===== config.mk =====
export PLATFORM = sky130hd
export DESIGN_NAME = ex_issue_stage_flat
export DESIGN_NICKNAME = d
export VERILOG_FILES = /design/src/rtl/rv_pkg.sv /design/src/rtl/ex_issue_stage_if.sv /design/src/rtl/alu_control.sv /design/src/rtl/ex_issue_stage.sv /design/src/flat_wrapper.sv
export SDC_FILE = /design/constraint.sdc
export NUM_CORES = 1
export LEC_CHECK = 0
export ABC_CLOCK_PERIOD_IN_PS = 3470
export BUFFER_PORTS_ARGS = -buffer_cell sky130_fd_sc_hd__clkbuf_2
export CAP_MARGIN = 40
export CELL_PAD_IN_SITES_DETAIL_PLACEMENT = 0
export CELL_PAD_IN_SITES_GLOBAL_PLACEMENT = 2
export CORE_ASPECT_RATIO = 2
export CORE_MARGIN = 2
export CORE_UTILIZATION = 24
export CTS_CLUSTER_DIAMETER = 80
export DETAILED_ROUTE_END_ITERATION = 8
export PLACE_DENSITY_LB_ADDON = 0.05
export SLEW_MARGIN = 5
export SYNTH_ARGS = -nofsm -noshare
export SYNTH_HDL_FRONTEND = slang
export SYNTH_SLANG_ARGS = --single-unit

===== constraint.sdc =====
create_clock -name clk -period 3.47 [get_ports clk]
set_input_delay 0.694 -clock clk [delete_from_list [all_inputs] [get_ports clk]]
set_output_delay 0.694 -clock clk [all_outputs]
set_load 0.05 [all_outputs]

===== src/rtl/rv_pkg.sv =====
// Shared RV32I definitions for the issue stage and the ALU: opcodes, ALU op codes,
// operand selects and the decoded control bundle.
package rv_pkg;

  localparam int XLEN     = 32;
  localparam int REG_ADDR = 5;

  localparam logic [6:0] OPC_OP     = 7'b0110011;
  localparam logic [6:0] OPC_OP_IMM = 7'b0010011;
  localparam logic [6:0] OPC_LOAD   = 7'b0000011;
  localparam logic [6:0] OPC_STORE  = 7'b0100011;
  localparam logic [6:0] OPC_BRANCH = 7'b1100011;
  localparam logic [6:0] OPC_LUI    = 7'b0110111;
  localparam logic [6:0] OPC_AUIPC  = 7'b0010111;

  typedef enum logic [3:0] {
    ALU_AND = 4'b0000,
    ALU_OR  = 4'b0001,
    ALU_ADD = 4'b0010,
    ALU_SUB = 4'b0110,
    ALU_SLT = 4'b0111,
    ALU_NOR = 4'b1100
  } alu_op_e;

  typedef enum logic [1:0] {
    X_ZERO,
    X_RS1,
    X_PC
  } x_sel_e;

  typedef enum logic [1:0] {
    Y_ZERO,
    Y_RS2,
    Y_IMM
  } y_sel_e;

  typedef struct packed {
    alu_op_e alu_op;
    x_sel_e  x_sel;
    y_sel_e  y_sel;
    logic    wb_en;
    logic    mem_read;
    logic    mem_write;
    logic    branch;
    logic    illegal;
  } ctrl_t;

  // Unsupported encodings compute 0 + 0 and have no side effects.
  localparam ctrl_t ILLEGAL_CTRL = '{
    alu_op:    ALU_ADD,
    x_sel:     X_ZERO,
    y_sel:     Y_ZERO,
    wb_en:     1'b0,
    mem_read:  1'b0,
    mem_write: 1'b0,
    branch:    1'b0,
    illegal:   1'b1
  };

  function automatic logic arith_f3_legal(input logic [2:0] f3);
    return (f3 == 3'b000) || (f3 == 3'b111) || (f3 == 3'b110) || (f3 == 3'b010);
  endfunction

  function automatic alu_op_e arith_op(input logic [2:0] f3, input logic sub);
    alu_op_e op;
    op = ALU_ADD;
    case (f3)
      3'b000:  op = sub ? ALU_SUB : ALU_ADD;
      3'b111:  op = ALU_AND;
      3'b110:  op = ALU_OR;
      3'b010:  op = ALU_SLT;
      default: op = ALU_ADD;
    endcase
    return op;
  endfunction

endpackage


===== src/rtl/ex_issue_stage_if.sv =====
// Decode-to-ALU bundle: upstream instruction/operands, bypass, flush and the registered
// ALU-side outputs with their valid/ready handshake.
interface ex_issue_stage_if #(
  parameter int XLEN     = rv_pkg::XLEN,
  parameter int REG_ADDR = rv_pkg::REG_ADDR
);

  logic                in_valid;
  logic                in_ready;
  logic [31:0]         instr;
  logic [XLEN-1:0]     pc;
  logic [XLEN-1:0]     rs1_data;
  logic [XLEN-1:0]     rs2_data;
  logic [XLEN-1:0]     imm;
  logic                fwd_valid;
  logic [REG_ADDR-1:0] fwd_rd;
  logic [XLEN-1:0]     fwd_data;
  logic                flush;

  logic                out_valid;
  logic                out_ready;
  logic [3:0]          alu_op;
  logic [XLEN-1:0]     alu_x;
  logic [XLEN-1:0]     alu_y;
  logic [XLEN-1:0]     store_data;
  logic [REG_ADDR-1:0] rd;
  logic                reg_write;
  logic                mem_read;
  logic                mem_write;
  logic                branch;
  logic                illegal;

  modport slave (
    input  in_valid, instr, pc, rs1_data, rs2_data, imm,
    input  fwd_valid, fwd_rd, fwd_data, flush, out_ready,
    output in_ready, out_valid, alu_op, alu_x, alu_y, store_data,
    output rd, reg_write, mem_read, mem_write, branch, illegal
  );

  modport master (
    output in_valid, instr, pc, rs1_data, rs2_data, imm,
    output fwd_valid, fwd_rd, fwd_data, flush, out_ready,
    input  in_ready, out_valid, alu_op, alu_x, alu_y, store_data,
    input  rd, reg_write, mem_read, mem_write, branch, illegal
  );

endinterface


===== src/rtl/alu_control.sv =====
// Combinational RV32I decode: opcode/funct3/funct7[5] to ALU op, operand selects and
// memory/branch/writeback qualifiers.
module alu_control
  import rv_pkg::*;
(
  input  logic [6:0] opcode_i,
  input  logic [2:0] funct3_i,
  input  logic       funct7_5_i,
  output ctrl_t      ctrl_o
);

  always_comb begin
    ctrl_o = ILLEGAL_CTRL;
    case (opcode_i)
      OPC_OP: begin
        if (arith_f3_legal(funct3_i)) begin
          ctrl_o.alu_op  = arith_op(funct3_i, funct7_5_i);
          ctrl_o.x_sel   = X_RS1;
          ctrl_o.y_sel   = Y_RS2;
          ctrl_o.wb_en   = 1'b1;
          ctrl_o.illegal = 1'b0;
        end
      end
      OPC_OP_IMM: begin
        // funct7 bit 30 is immediate data here, so ADDI never becomes SUB.
        if (arith_f3_legal(funct3_i)) begin
          ctrl_o.alu_op  = arith_op(funct3_i, 1'b0);
          ctrl_o.x_sel   = X_RS1;
          ctrl_o.y_sel   = Y_IMM;
          ctrl_o.wb_en   = 1'b1;
          ctrl_o.illegal = 1'b0;
        end
      end
      OPC_LOAD: begin
        ctrl_o.alu_op   = ALU_ADD;
        ctrl_o.x_sel    = X_RS1;
        ctrl_o.y_sel    = Y_IMM;
        ctrl_o.wb_en    = 1'b1;
        ctrl_o.mem_read = 1'b1;
        ctrl_o.illegal  = 1'b0;
      end
      OPC_STORE: begin
        ctrl_o.alu_op    = ALU_ADD;
        ctrl_o.x_sel     = X_RS1;
        ctrl_o.y_sel     = Y_IMM;
        ctrl_o.mem_write = 1'b1;
        ctrl_o.illegal   = 1'b0;
      end
      OPC_BRANCH: begin
        if ((funct3_i == 3'b000) || (funct3_i == 3'b001)) begin
          ctrl_o.alu_op  = ALU_SUB;
          ctrl_o.x_sel   = X_RS1;
          ctrl_o.y_sel   = Y_RS2;
          ctrl_o.branch  = 1'b1;
          ctrl_o.illegal = 1'b0;
        end
      end
      OPC_LUI: begin
        ctrl_o.alu_op  = ALU_ADD;
        ctrl_o.x_sel   = X_ZERO;
        ctrl_o.y_sel   = Y_IMM;
        ctrl_o.wb_en   = 1'b1;
        ctrl_o.illegal = 1'b0;
      end
      OPC_AUIPC: begin
        ctrl_o.alu_op  = ALU_ADD;
        ctrl_o.x_sel   = X_PC;
        ctrl_o.y_sel   = Y_IMM;
        ctrl_o.wb_en   = 1'b1;
        ctrl_o.illegal = 1'b0;
      end
      default: ;
    endcase
  end

endmodule


===== src/rtl/ex_issue_stage.sv =====
// ID/EX pipeline register feeding the ALU: decode, writeback bypass, operand select and a
// single-entry valid/ready register with flush.
module ex_issue_stage
  import rv_pkg::*;
(
  input  logic            clk,
  input  logic            reset,
  ex_issue_stage_if.slave bus
);

  logic [6:0]          opcode;
  logic [2:0]          funct3;
  logic [REG_ADDR-1:0] rs1_idx;
  logic [REG_ADDR-1:0] rs2_idx;
  logic [REG_ADDR-1:0] rd_idx;
  logic                unused_instr_bits;
  ctrl_t               ctrl;

  assign opcode  = bus.instr[6:0];
  assign rd_idx  = bus.instr[11:7];
  assign funct3  = bus.instr[14:12];
  assign rs1_idx = bus.instr[19:15];
  assign rs2_idx = bus.instr[24:20];
  assign unused_instr_bits = ^{bus.instr[31], bus.instr[29:25]};

  alu_control u_alu_control (
    .opcode_i   (opcode),
    .funct3_i   (funct3),
    .funct7_5_i (bus.instr[30]),
    .ctrl_o     (ctrl)
  );

  logic [XLEN-1:0] rs1_fwd;
  logic [XLEN-1:0] rs2_fwd;
  logic [XLEN-1:0] alu_x_d;
  logic [XLEN-1:0] alu_y_d;
  logic            reg_write_d;
  logic            transfer;

  // x0 is never a bypass target, even if writeback reports it.
  assign rs1_fwd = (bus.fwd_valid && (bus.fwd_rd == rs1_idx) && (bus.fwd_rd != '0))
                   ? bus.fwd_data : bus.rs1_data;
  assign rs2_fwd = (bus.fwd_valid && (bus.fwd_rd == rs2_idx) && (bus.fwd_rd != '0))
                   ? bus.fwd_data : bus.rs2_data;

  always_comb begin
    alu_x_d = '0;
    case (ctrl.x_sel)
      X_RS1:   alu_x_d = rs1_fwd;
      X_PC:    alu_x_d = bus.pc;
      default: alu_x_d = '0;
    endcase
  end

  always_comb begin
    alu_y_d = '0;
    case (ctrl.y_sel)
      Y_RS2:   alu_y_d = rs2_fwd;
      Y_IMM:   alu_y_d = bus.imm;
      default: alu_y_d = '0;
    endcase
  end

  assign reg_write_d = ctrl.wb_en && (rd_idx != '0);

  logic                out_valid_q;
  alu_op_e             alu_op_q;
  logic [XLEN-1:0]     alu_x_q;
  logic [XLEN-1:0]     alu_y_q;
  logic [XLEN-1:0]     store_data_q;
  logic [REG_ADDR-1:0] rd_q;
  logic                reg_write_q;
  logic                mem_read_q;
  logic                mem_write_q;
  logic                branch_q;
  logic                illegal_q;

  assign bus.in_ready = !out_valid_q || bus.out_ready;
  assign transfer     = bus.in_valid && bus.in_ready;

  // Flush wins over an accepted instruction: both held and offered entries are dropped.
  always_ff @(posedge clk) begin
    if (reset) begin
      out_valid_q <= 1'b0;
    end else if (bus.flush) begin
      out_valid_q <= 1'b0;
    end else if (transfer) begin
      out_valid_q <= 1'b1;
    end else if (bus.out_ready) begin
      out_valid_q <= 1'b0;
    end
  end

  always_ff @(posedge clk) begin
    if (reset) begin
      alu_op_q     <= ALU_AND;
      alu_x_q      <= '0;
      alu_y_q      <= '0;
      store_data_q <= '0;
      rd_q         <= '0;
      reg_write_q  <= 1'b0;
      mem_read_q   <= 1'b0;
      mem_write_q  <= 1'b0;
      branch_q     <= 1'b0;
      illegal_q    <= 1'b0;
    end else if (transfer && !bus.flush) begin
      alu_op_q     <= ctrl.alu_op;
      alu_x_q      <= alu_x_d;
      alu_y_q      <= alu_y_d;
      store_data_q <= rs2_fwd;
      rd_q         <= rd_idx;
      reg_write_q  <= reg_write_d;
      mem_read_q   <= ctrl.mem_read;
      mem_write_q  <= ctrl.mem_write;
      branch_q     <= ctrl.branch;
      illegal_q    <= ctrl.illegal;
    end
  end

  assign bus.out_valid  = out_valid_q;
  assign bus.alu_op     = alu_op_q;
  assign bus.alu_x      = alu_x_q;
  assign bus.alu_y      = alu_y_q;
  assign bus.store_data = store_data_q;
  assign bus.rd         = rd_q;
  assign bus.reg_write  = reg_write_q;
  assign bus.mem_read   = mem_read_q;
  assign bus.mem_write  = mem_write_q;
  assign bus.branch     = branch_q;
  assign bus.illegal    = illegal_q;

endmodule


===== src/flat_wrapper.sv =====
// flat-port wrapper written by rule: the top's interface ports become plain ports
module ex_issue_stage_flat import rv_pkg::*;
  (clk, reset, bus_in_valid, bus_instr, bus_pc, bus_rs1_data, bus_rs2_data, bus_imm, bus_fwd_valid, bus_fwd_rd, bus_fwd_data, bus_flush, bus_out_ready, bus_in_ready, bus_out_valid, bus_alu_op, bus_alu_x, bus_alu_y, bus_store_data, bus_rd, bus_reg_write, bus_mem_read, bus_mem_write, bus_branch, bus_illegal);
  ex_issue_stage_if bus_i ();
  input  logic clk;
  input  logic reset;
  input wire logic [$bits(bus_i.in_valid)-1:0] bus_in_valid;
  input wire logic [$bits(bus_i.instr)-1:0] bus_instr;
  input wire logic [$bits(bus_i.pc)-1:0] bus_pc;
  input wire logic [$bits(bus_i.rs1_data)-1:0] bus_rs1_data;
  input wire logic [$bits(bus_i.rs2_data)-1:0] bus_rs2_data;
  input wire logic [$bits(bus_i.imm)-1:0] bus_imm;
  input wire logic [$bits(bus_i.fwd_valid)-1:0] bus_fwd_valid;
  input wire logic [$bits(bus_i.fwd_rd)-1:0] bus_fwd_rd;
  input wire logic [$bits(bus_i.fwd_data)-1:0] bus_fwd_data;
  input wire logic [$bits(bus_i.flush)-1:0] bus_flush;
  input wire logic [$bits(bus_i.out_ready)-1:0] bus_out_ready;
  output wire logic [$bits(bus_i.in_ready)-1:0] bus_in_ready;
  output wire logic [$bits(bus_i.out_valid)-1:0] bus_out_valid;
  output wire logic [$bits(bus_i.alu_op)-1:0] bus_alu_op;
  output wire logic [$bits(bus_i.alu_x)-1:0] bus_alu_x;
  output wire logic [$bits(bus_i.alu_y)-1:0] bus_alu_y;
  output wire logic [$bits(bus_i.store_data)-1:0] bus_store_data;
  output wire logic [$bits(bus_i.rd)-1:0] bus_rd;
  output wire logic [$bits(bus_i.reg_write)-1:0] bus_reg_write;
  output wire logic [$bits(bus_i.mem_read)-1:0] bus_mem_read;
  output wire logic [$bits(bus_i.mem_write)-1:0] bus_mem_write;
  output wire logic [$bits(bus_i.branch)-1:0] bus_branch;
  output wire logic [$bits(bus_i.illegal)-1:0] bus_illegal;
  assign bus_i.in_valid = bus_in_valid;
  assign bus_i.instr = bus_instr;
  assign bus_i.pc = bus_pc;
  assign bus_i.rs1_data = bus_rs1_data;
  assign bus_i.rs2_data = bus_rs2_data;
  assign bus_i.imm = bus_imm;
  assign bus_i.fwd_valid = bus_fwd_valid;
  assign bus_i.fwd_rd = bus_fwd_rd;
  assign bus_i.fwd_data = bus_fwd_data;
  assign bus_i.flush = bus_flush;
  assign bus_i.out_ready = bus_out_ready;
  assign bus_in_ready = bus_i.in_ready;
  assign bus_out_valid = bus_i.out_valid;
  assign bus_alu_op = bus_i.alu_op;
  assign bus_alu_x = bus_i.alu_x;
  assign bus_alu_y = bus_i.alu_y;
  assign bus_store_data = bus_i.store_data;
  assign bus_rd = bus_i.rd;
  assign bus_reg_write = bus_i.reg_write;
  assign bus_mem_read = bus_i.mem_read;
  assign bus_mem_write = bus_i.mem_write;
  assign bus_branch = bus_i.branch;
  assign bus_illegal = bus_i.illegal;
  ex_issue_stage u_core (.clk(clk), .reset(reset), .bus(bus_i));
endmodule

==> results.json, run 1 <==
{
  "avgRoutedWirePerCell_um": 20.9,
  "synth_top_family_by_area": "compound AO/OA/AOI/OAI gates",
  "cts_max_path_buffers": 2,
  "crit_fanout": 32,
  "grt_max_degree": 85,
  "critPathArrivalTime_ps": 2930,
  "num_rows": 80,
  "drv_slew": 0,
  "peakVddDrop_uv": 166,
  "slowest_delay_ps": 360,
  "yosys_most_used_dff": "dfxtp_1",
  "cp-start-kind": "input port",
  "power.leakage_uw": 0.00343,
  "die_h_um": 223,
  "yosys.area_share.simple": 0.173,
  "grt_antenna_before_repair": 1,
  "io_pins": 315,
  "crit_type": "in -> reg",
  "drc_errors": 0,
  "maxCapViolCount": 0,
  "slew_headroom": 0.460,
  "avgSynthCellArea_um2": 8.63,
  "area.growth.synth_to_final_pct": 36.1,
  "p_per_area_mw_per_mm2": 370,
  "port_buffers": 307,
  "synth_edf_count": 0,
  "crit_cells": 10,
  "dpl.cell_count": 1217,
  "grt_overflow_total": 0,
  "hold_buffers": 0,
  "place_congestion": 0.791,
  "fin_util": 0.331,
  "outcome": "finished, final reports clean",
  "syn_area_mm2": 0.00576,
  "hold_viol_final": 0,
  "synth_fp_nets": 875,
  "fin_tns_setup_ps": 0,
  "layout.area.seq_mm2": 0.00220,
  "synth_xor_area_frac": 0.0152,
  "grt_usage": 0.199,
  "dieWidth_um": 114,
  "place_area_mm2": 0.00756,
  "tightest_slew_ps": 810,
  "regToRegStartpoint": "u_core.bus.out_valid",
  "grt_pass1_vias": 6538,
  "drive_gt1_frac": 0.374,
  "via_per_inst": 5.13,
  "synth.top_cell.area_share": 0.382,
  "htree_levels": 3,
  "yosysWarnings": 0,
  "rsz0062_at_grt": "false",
  "critical-path-slowest-cell": "ha_1",
  "nets": 1148,
  "cts_resized": 0,
  "skew_ps": 5.59,
  "ant_nets": 0,
  "synth_compound_area_frac": 0.252,
  "setup_violations": 0,
  "async_reset_ff_frac": 0,
  "grt_pass1_wl_um": 38000,
  "setup.worst_path.start": "bus_instr[6]",
  "worstPathRequired_ps": 3730,
  "fin_crit_ps": 2680,
  "fin_crit_sh": 0.771,
  "ys_seq_elements": 110,
  "yosys.area.top_type": "dfxtp_1",
  "netlist_instances": 668,
  "multi_input_area_mm2": 0.00324,
  "hold_start": "u_core.bus.mem_write",
  "stdcell_count": 1233,
  "clk_latency_ps": 350,
  "die-area_mm2": 0.0253,
  "cts_setup_buffers": 0,
  "initial_utilization": 0.243,
  "yosys.cell_count.top_type": "a21oi_1",
  "worst-path-buf-inv": 2,
  "hpwl_um": 19400,
  "cts_root_buf": "clkbuf_16",
  "critPathTopFamily": "simple AND/OR/NAND/NOR gates",
  "max_freq_mhz": 374,
  "reg2reg_depth": 6,
  "synth_seq_area_share": 0.382,
  "worstHoldPathCells": 2,
  "numCtsBuffers": 9,
  "synthTopCellsByCount": "a21oi_1 (111), dfxtp_1 (110), nor2_1 (75)",
  "synthAdderAreaFrac": 0.00868,
  "muxShareOfSynthArea": 0.111,
  "cts_tree": "built",
  "drt_iter0_markers": 338,
  "synth_area_leaders": "dfxtp_1 (38%), mux2i_1 (11%), a21oi_1 (9.6%)",
  "whs_ps": 456,
  "firstDrtPassIters": 5,
  "fillers": 2588,
  "clk_pin_slew_ps": 70,
  "hold_path.class": "reg -> reg",
  "cp-end-kind": "register",
  "clock_sinks": 110,
  "layout.cell_area.non_filler_mm2": 0.00784,
  "crit_chain": "clkbuf_2, and4bb_1, nand3b_1, nor2_1, a32oi_1, ha_1, nor3_2, buf_12, a21oi_1, o32ai_1",
  "drt_wl_total_um": 25700,
  "ys_types": 41,
  "fp.coreArea_mm2": 0.0237,
  "vias": 6322
}
==> cell type report <==
class / instances / share of cell area
flip-flops and latches: 110 / 0.281
clock inverters: 4 / 0.00622
repair buffers: 326 / 0.219
clock buffers: 11 / 0.0297
inverters: 9 / 0.00431
diodes: 1 / 0.000319
multi-input cells: 485 / 0.414
well taps: 287 / 0.0458
==> routing by layer <==
layer | part of all wire | GRT usage | routed length [um] | vias up
met1 | 0.34 | 0.196 | 8760 | 3009
met5 | 0 | 0 | 0 | -
met2 | 0.58 | 0.397 | 14800 | 221
met4 | 0.029 | 0.0736 | 748 | 0
li1 | - | - | - | 3062
met3 | 0.055 | 0.0378 | 1410 | 30
==> cells in the final DEF, fill, tap and decap left out, drive strengths merged, types with 2 or more instances in the layout <==
master  Yosys  final
clkbuf     50    317
a21oi     111    111
dfxtp     110    110
nor2       76     76
o32ai      65     65
mux2i      64     64
and3       64     64
a211oi     33     33
nand2      20     20
buf        14     20
inv         9      9
nor3        8      8
xnor2       6      6
nand2b      4      4
nand4       4      4
xor2        4      4
ha          4      4
nor4        4      4
o21ai       3      3
clkinv      0      3
nand3b      2      2
a32oi       2      2
nor2b       2      2
==> through the flow <==
stage / total power, uW / worst slack, ps
2_1_floorplan: 1640 / 673
3_3_place_gp: 1870 / 447
3_5_place_dp: 1880 / 405
4_1_cts: 2960 / 799
5_1_grt: 3040 / 592
6_report: 2900 / 795
==> power by group <==
group	internal, uW	switching, uW	total [uW]
sequential	1290	16.5	1310
combinational	178	354	532
clock	557	499	1060
total	2030	869	2900
==> logic make-up after synthesis <==
family                     Yosys count
other                                1
buffers and inverters               73
xor gates and xnor gates            10
DFF                                110
muxes                               64
adders and majority gates            4
AOI/OAI and AO/OA                  217
and+or+nand+nor                    189
==> worst min-delay path: stages (launching register included) <==
cell	delay, ps
dfxtp_1	310
nand2_1	50
a21oi_1	50
==> registers in the layout, summed over array words and instances (netlist names), 3 cells and up <==
name	count
u_core.bus.rd	5
u_core.bus.alu_op	3
u_core.bus.alu_x	32
u_core.bus.alu_y	32
u_core.bus.store_data	32
==> final timing paths <==
check / to / slack, ps
hold reg to reg: u_core.bus.mem_write / 460
hold / removal: u_core.bus.mem_write / 460
setup / recovery: u_core.bus.alu_y[3] / 790
setup reg to reg: u_core.bus.alu_y[15] / 1330
Power figures use the tool's default switching activity.
==> run 2: changes to the inputs <==
ABC_AREA = 1   (was default)
ABC_CLOCK_PERIOD_IN_PS = 2750   (was 3470)
CORE_UTILIZATION = 22   (was 24)
clock period = 2.75 ns   (was 3.47 ns; I/O delays follow)
==> run 2 against run 1 <==
Critical path depth grew 2; global-route usage shrank 0.49 points; core utilization shrank 2.9 points; sequential power grew 27%; routed wire length grew 17%; via count grew 16%; setup slack lost 380 ps; largest cell class unchanged.
==> results.json, run 2 <==
{
  "io_pins": 315,
  "grt_max_degree": 85,
  "fin_crit_sh": 0.848,
  "maxCapViolCount": 0,
  "vias": 7343,
  "hold_start": "bus_flush",
  "via_per_inst": 4.29,
  "outcome": "finished, final reports clean",
  "grt_usage": 0.194,
  "cts_setup_buffers": 0,
  "num_rows": 88,
  "yosysWarnings": 0,
  "syn_area_mm2": 0.00641,
  "cp-start-kind": "input port",
  "max_freq_mhz": 429,
  "port_buffers": 307,
  "multi_input_area_mm2": 0.00329,
  "tightest_slew_ps": 842,
  "fp.coreArea_mm2": 0.0287,
  "place_congestion": 0.794,
  "setup_violations": 0,
  "synth.top_cell.area_share": 0.344,
  "fin_crit_ps": 2330,
  "grt_overflow_total": 0,
  "regToRegStartpoint": "u_core.bus.out_valid",
  "cts_root_buf": "clkbuf_16",
  "nets": 1555,
  "drt_wl_total_um": 30000,
  "drc_errors": 0,
  "async_reset_ff_frac": 0,
  "r2r_slack_ps": 1120,
  "htree_levels": 3,
  "antenna_cells": 0,
  "ant_nets": 0,
  "synth_area_leaders": "dfxtp_1 (34%), nand2_1 (25%), nand3_1 (11%)",
  "ys_types": 30,
  "p_per_area_mw_per_mm2": 426,
  "place_area_mm2": 0.00838,
  "reg2reg_to": "u_core.bus.alu_x[18]",
  "peakVddDrop_uv": 275,
  "avgRoutedWirePerCell_um": 17.5,
  "crit_type": "in -> reg",
  "dieWidth_um": 125,
  "fillers": 3406,
  "yosys.area.top_type": "dfxtp_1",
  "die-area_mm2": 0.0306,
  "power.leakage_uw": 0.00484,
  "clk_pin_slew_ps": 80,
  "cp-end-kind": "register",
  "synthTopCellsByCount": "nand2_1 (426), inv_1 (163), nand3_1 (135)",
  "die_h_um": 245,
  "worstHoldPathCells": 2,
  "synth_seq_area_share": 0.344,
  "initial_utilization": 0.223,
  "slew_headroom": 0.439,
  "numCtsBuffers": 9,
  "layout.area.seq_mm2": 0.00220,
  "final_cell_mix": "nand2_1 (426), clkbuf_2 (306), inv_1 (163)",
  "hold_viol_final": 0,
  "ys_seq_elements": 110,
  "worstPathRequired_ps": 3060,
  "grt_pass1_wl_um": 44500,
  "clock_sinks": 110,
  "final_common_cell": "nand2_1",
  "drive_gt1_frac": 0.272,
  "skew_ps": 10.1,
  "drv_slew": 0,
  "reg2reg_depth": 7,
  "layout.cell_area.non_filler_mm2": 0.00866,
  "avgSynthCellArea_um2": 6.00,
  "rsz0062_at_grt": "false",
  "cts_tree": "built",
  "hold_path.class": "in -> reg",
  "critPathArrivalTime_ps": 2640,
  "hold_buffers": 0,
  "firstDrtPassIters": 4,
  "grt_pass1_vias": 7389,
  "cts_resized": 0,
  "netlist_instances": 1068,
  "clk_latency_ps": 380,
  "area.growth.synth_to_final_pct": 35.0,
  "crit_fanout": 32,
  "synth_fp_nets": 1275,
  "yosys_most_used_dff": "dfxtp_1",
  "whs_ps": 386,
  "drt_iter0_markers": 233,
  "synth_edf_count": 0,
  "grt_antenna_before_repair": 0,
  "hpwl_um": 23600,
  "yosys.cell_count.top_type": "nand2_1",
  "cts_max_path_buffers": 2,
  "min_to": "u_core.bus.out_valid"
}
[run 2: changes by cell type after synthesis, moves of 30 or more]
cell / change
o32ai_1: -63
a211oi_1: -30
o211ai_1: +34
nand3_1: +134
nand2_1: +406
nor2_1: -56
mux2i_1: -64
inv_1: +155
a21oi_1: -36
and3_1: -64
[run 2: logic make-up after synthesis]
logic type / count (synthesis) / share of synthesized area
AOI/OAI and AO/OA: 122 / 0.110
buffers and inverters: 232 / 0.148
adders and majority gates: 4 / 0.00781
other: 1 / 0.000585
and+or+nand+nor: 599 / 0.390
DFF: 110 / 0.344
[run 2: metrics by stage]
step / setup TNS, ps / std cells / setup slack [ps] / total power [uW] / utilization
after floorplan: 0 / 1068 / 506 / 2110 / -
after global placement: -10.4 / 1696 / -9.51 / 2430 / 0.291
after detailed placement: -29.6 / 1697 / -27.9 / 2430 / 0.292
after CTS: 0 / 1712 / 381 / 3780 / 0.301
after global routing: 0 / 1712 / 134 / 3890 / 0.301
final: 0 / 1712 / 419 / 3690 / 0.301
[run 2: worst max-delay path, stage by stage]
cell	delay, ps
clkbuf_2	80
nand2_1	90
nor3_4	240
nand2_1	130
nor2_1	180
nor3_1	110
inv_1	70
ha_2	730
nand3_1	180
nand2_1	100
nand2_1	50
a21oi_1	110
[run 2: worst max-delay path by stage]
stage | from | end | slack (ps) | cells past startpoint
2_1_floorplan | bus_instr[1] | u_core.bus.alu_y[0] | 510 | 11
3_3_place_gp | bus_instr[1] | u_core.bus.alu_x[30] | -10 | 12
3_5_place_dp | bus_instr[1] | u_core.bus.alu_x[30] | -30 | 12
4_1_cts | bus_instr[1] | u_core.bus.alu_x[30] | 380 | 12
5_1_grt | bus_instr[1] | u_core.bus.alu_x[9] | 130 | 11
6_report | bus_instr[1] | u_core.bus.alu_x[15] | 420 | 12
[run 2: area by class of cell]
cell class | count | share of cell area
Sequential cell | 110 | 0.254
Multi-Input combinational cell | 726 | 0.380
Clock inverter | 6 | 0.00564
Timing Repair Buffer | 334 | 0.210
Clock buffer | 9 | 0.0260
Inverter | 167 | 0.0726
Tap cell | 360 | 0.0520
[run 2: where the power goes]
group | total, uW | switching [uW] | internal (uW)
Combinational | 724 | 493 | 231
Sequential | 1660 | 23.1 | 1630
Clock | 1310 | 689 | 618
[run 2: per-layer routing]
metal / wire length, um / global-route usage / vias to the layer above
li1: - / - / 3874
met1: 10600 / 0.188 / 3265
met2: 17500 / 0.401 / 186
met3: 1480 / 0.0411 / 18
met4: 434 / 0.0509 / 0
met5: 0 / 0 / -
==> run 3: changes to the inputs <==
ABC_CLOCK_PERIOD_IN_PS = 2300   (was 2750)
clock period = 2.3 ns   (was 2.75 ns; I/O delays follow)
==> run 3 against run 2 <==
First-iteration DRC count rose by 28%; sequential share of layout area down 0.82 points; count of clock-buffer cells in the layout increased by 1; final area rose by 3.3%; die area unchanged; critical path depth is the same; cell count rose by 1.3%; total power increased by 24%.
==> results.json, run 3 (synthesized netlist as in run 2, its figures left out) <==
{
  "area.growth.synth_to_final_pct": 39.5,
  "layout.cell_area.non_filler_mm2": 0.00894,
  "drc_errors": 0,
  "regToRegStartpoint": "u_core.bus.out_valid",
  "hold_viol_final": 0,
  "cp-start-kind": "input port",
  "dieWidth_um": 125,
  "critPathCapture": "u_core.bus.alu_x[14]",
  "fp.coreArea_mm2": 0.0287,
  "grt_pass1_wl_um": 45700,
  "peakVddDrop_uv": 336,
  "stdcell_count": 1735,
  "clock_sinks": 110,
  "fillers": 3339,
  "worstPathRequired_ps": 2610,
  "maxCapViolCount": 0,
  "setup_violations": 0,
  "cts_tree": "built",
  "clk_latency_ps": 370,
  "reg2reg_depth": 7,
  "setup.worst_path.start": "bus_instr[1]",
  "fin_crit_ps": 2020,
  "clk_pin_slew_ps": 80,
  "initial_utilization": 0.223,
  "place_area_mm2": 0.00863,
  "reg2reg_to": "u_core.bus.reg_write",
  "cts_max_path_buffers": 2,
  "htree_levels": 3,
  "port_buffers": 307,
  "critPathArrivalTime_ps": 2320,
  "cts_resized": 0,
  "grt_max_degree": 85,
  "grt_pass1_vias": 7645,
  "busiest_layer": "met2",
  "io_pins": 315,
  "outcome": "finished, final reports clean",
  "hold_path.class": "in -> reg",
  "grt_util_met1": 0.194,
  "crit_fanout": 18,
  "firstDrtPassIters": 4,
  "vias": 7473,
  "drv_slew": 0,
  "met3_usage": 0.0459,
  "drive_gt1_frac": 0.284,
  "via_per_inst": 4.31,
  "drt_wl_total_um": 30700,
  "ant_nets": 0,
  "cts_setup_buffers": 0,
  "cts_root_buf": "clkbuf_16",
  "numCtsBuffers": 9,
  "dpl.cell_count": 1719,
  "grt_overflow_total": 0,
  "num_rows": 88,
  "grt_antenna_before_repair": 1,
  "drt_iter0_markers": 299,
  "die-area_mm2": 0.0306,
  "fin_crit_sh": 0.876,
  "max_freq_mhz": 496,
  "rsz0062_at_grt": "false",
  "die_h_um": 245,
  "avgRoutedWirePerCell_um": 17.7,
  "cp-end-kind": "register",
  "final_cell_mix": "nand2_1 (426), clkbuf_2 (306), inv_1 (163)",
  "grt_usage": 0.198,
  "gr-usage-met2": 0.410,
  "antenna_cells": 0,
  "crit_type": "in -> reg",
  "place_congestion": 0.790,
  "skew_ps": 5.10,
  "hpwl_um": 24500,
  "p_per_area_mw_per_mm2": 513,
  "nets": 1577,
  "hold_buffers": 0,
  "power.leakage_uw": 0.00500,
  "final_common_cell": "nand2_1",
  "r2r_slack_ps": 720
}
-- run 3: cell count changes in the layout (fill, tap and decap cells not counted), sizes merged --
cell	previous run	this run
buf	28	50
clkinvlp	3	1
bufinv	0	1
clkbuf	315	316
inv	167	168
-- run 3: metal layers --
layer,vias to the layer above,share of wire
met1,3352,0.35
met3,17,0.055
li1,3911,-
met5,-,0.00042
met2,191,0.58
met4,2,0.013
-- run 3: worst min-delay path by stage --
stage                               from                    to  slack, ps  cells past startpoint
floorplan                      bus_flush  u_core.bus.out_valid        540                      1
global placement     u_core.bus.alu_x[4]   u_core.bus.alu_x[4]        450                      2
detailed placement  u_core.bus.alu_x[22]  u_core.bus.alu_x[22]        460                      2
CTS                            bus_flush  u_core.bus.out_valid        270                      2
global route                   bus_flush  u_core.bus.out_valid        310                      2
finish                         bus_flush  u_core.bus.out_valid        300                      2
-- run 3: area by class of cell --
cell class	instances	area, um2	share of cell area
flip-flops and latches	110	2200	0.246
multi-input cells	726	3290	0.368
repair buffers	356	2070	0.231
well taps	360	450	0.0504
clock inverters	6	68.8	0.00770
inverters	167	628	0.0702
clock buffers	10	239	0.0267
-- run 3: power breakdown --
part	switching [uW]	leakage, uW	internal, uW	total (uW)
logic	602	0.00395	296	897
clock network	824	0.000149	885	1710
registers	27.8	0.000894	1950	1980
-- run 3: critical path: stages --
cell      delay, ps
clkbuf_2         70
nand2_1          90
nor3_4          210
nor3b_1         340
buf_4           180
nor3_1           70
inv_1            70
ha_2            280
nor2_4          170
buf_12          180
nand2_1          80
a21oi_1         110
-- run 3: through the flow --
step                      setup TNS, ps  hold slack [ps]  utilization  worst slack [ps]  total power, uW
after global placement            -4750              453        0.300              -145             2940
after detailed placement          -5800              456        0.300              -171             2940
after global routing                  0              307        0.311              39.1             4830
final                                 0              298        0.311               284             4590
after floorplan                       0              538            -               146             2530
after CTS                             0              275        0.311               239             4690
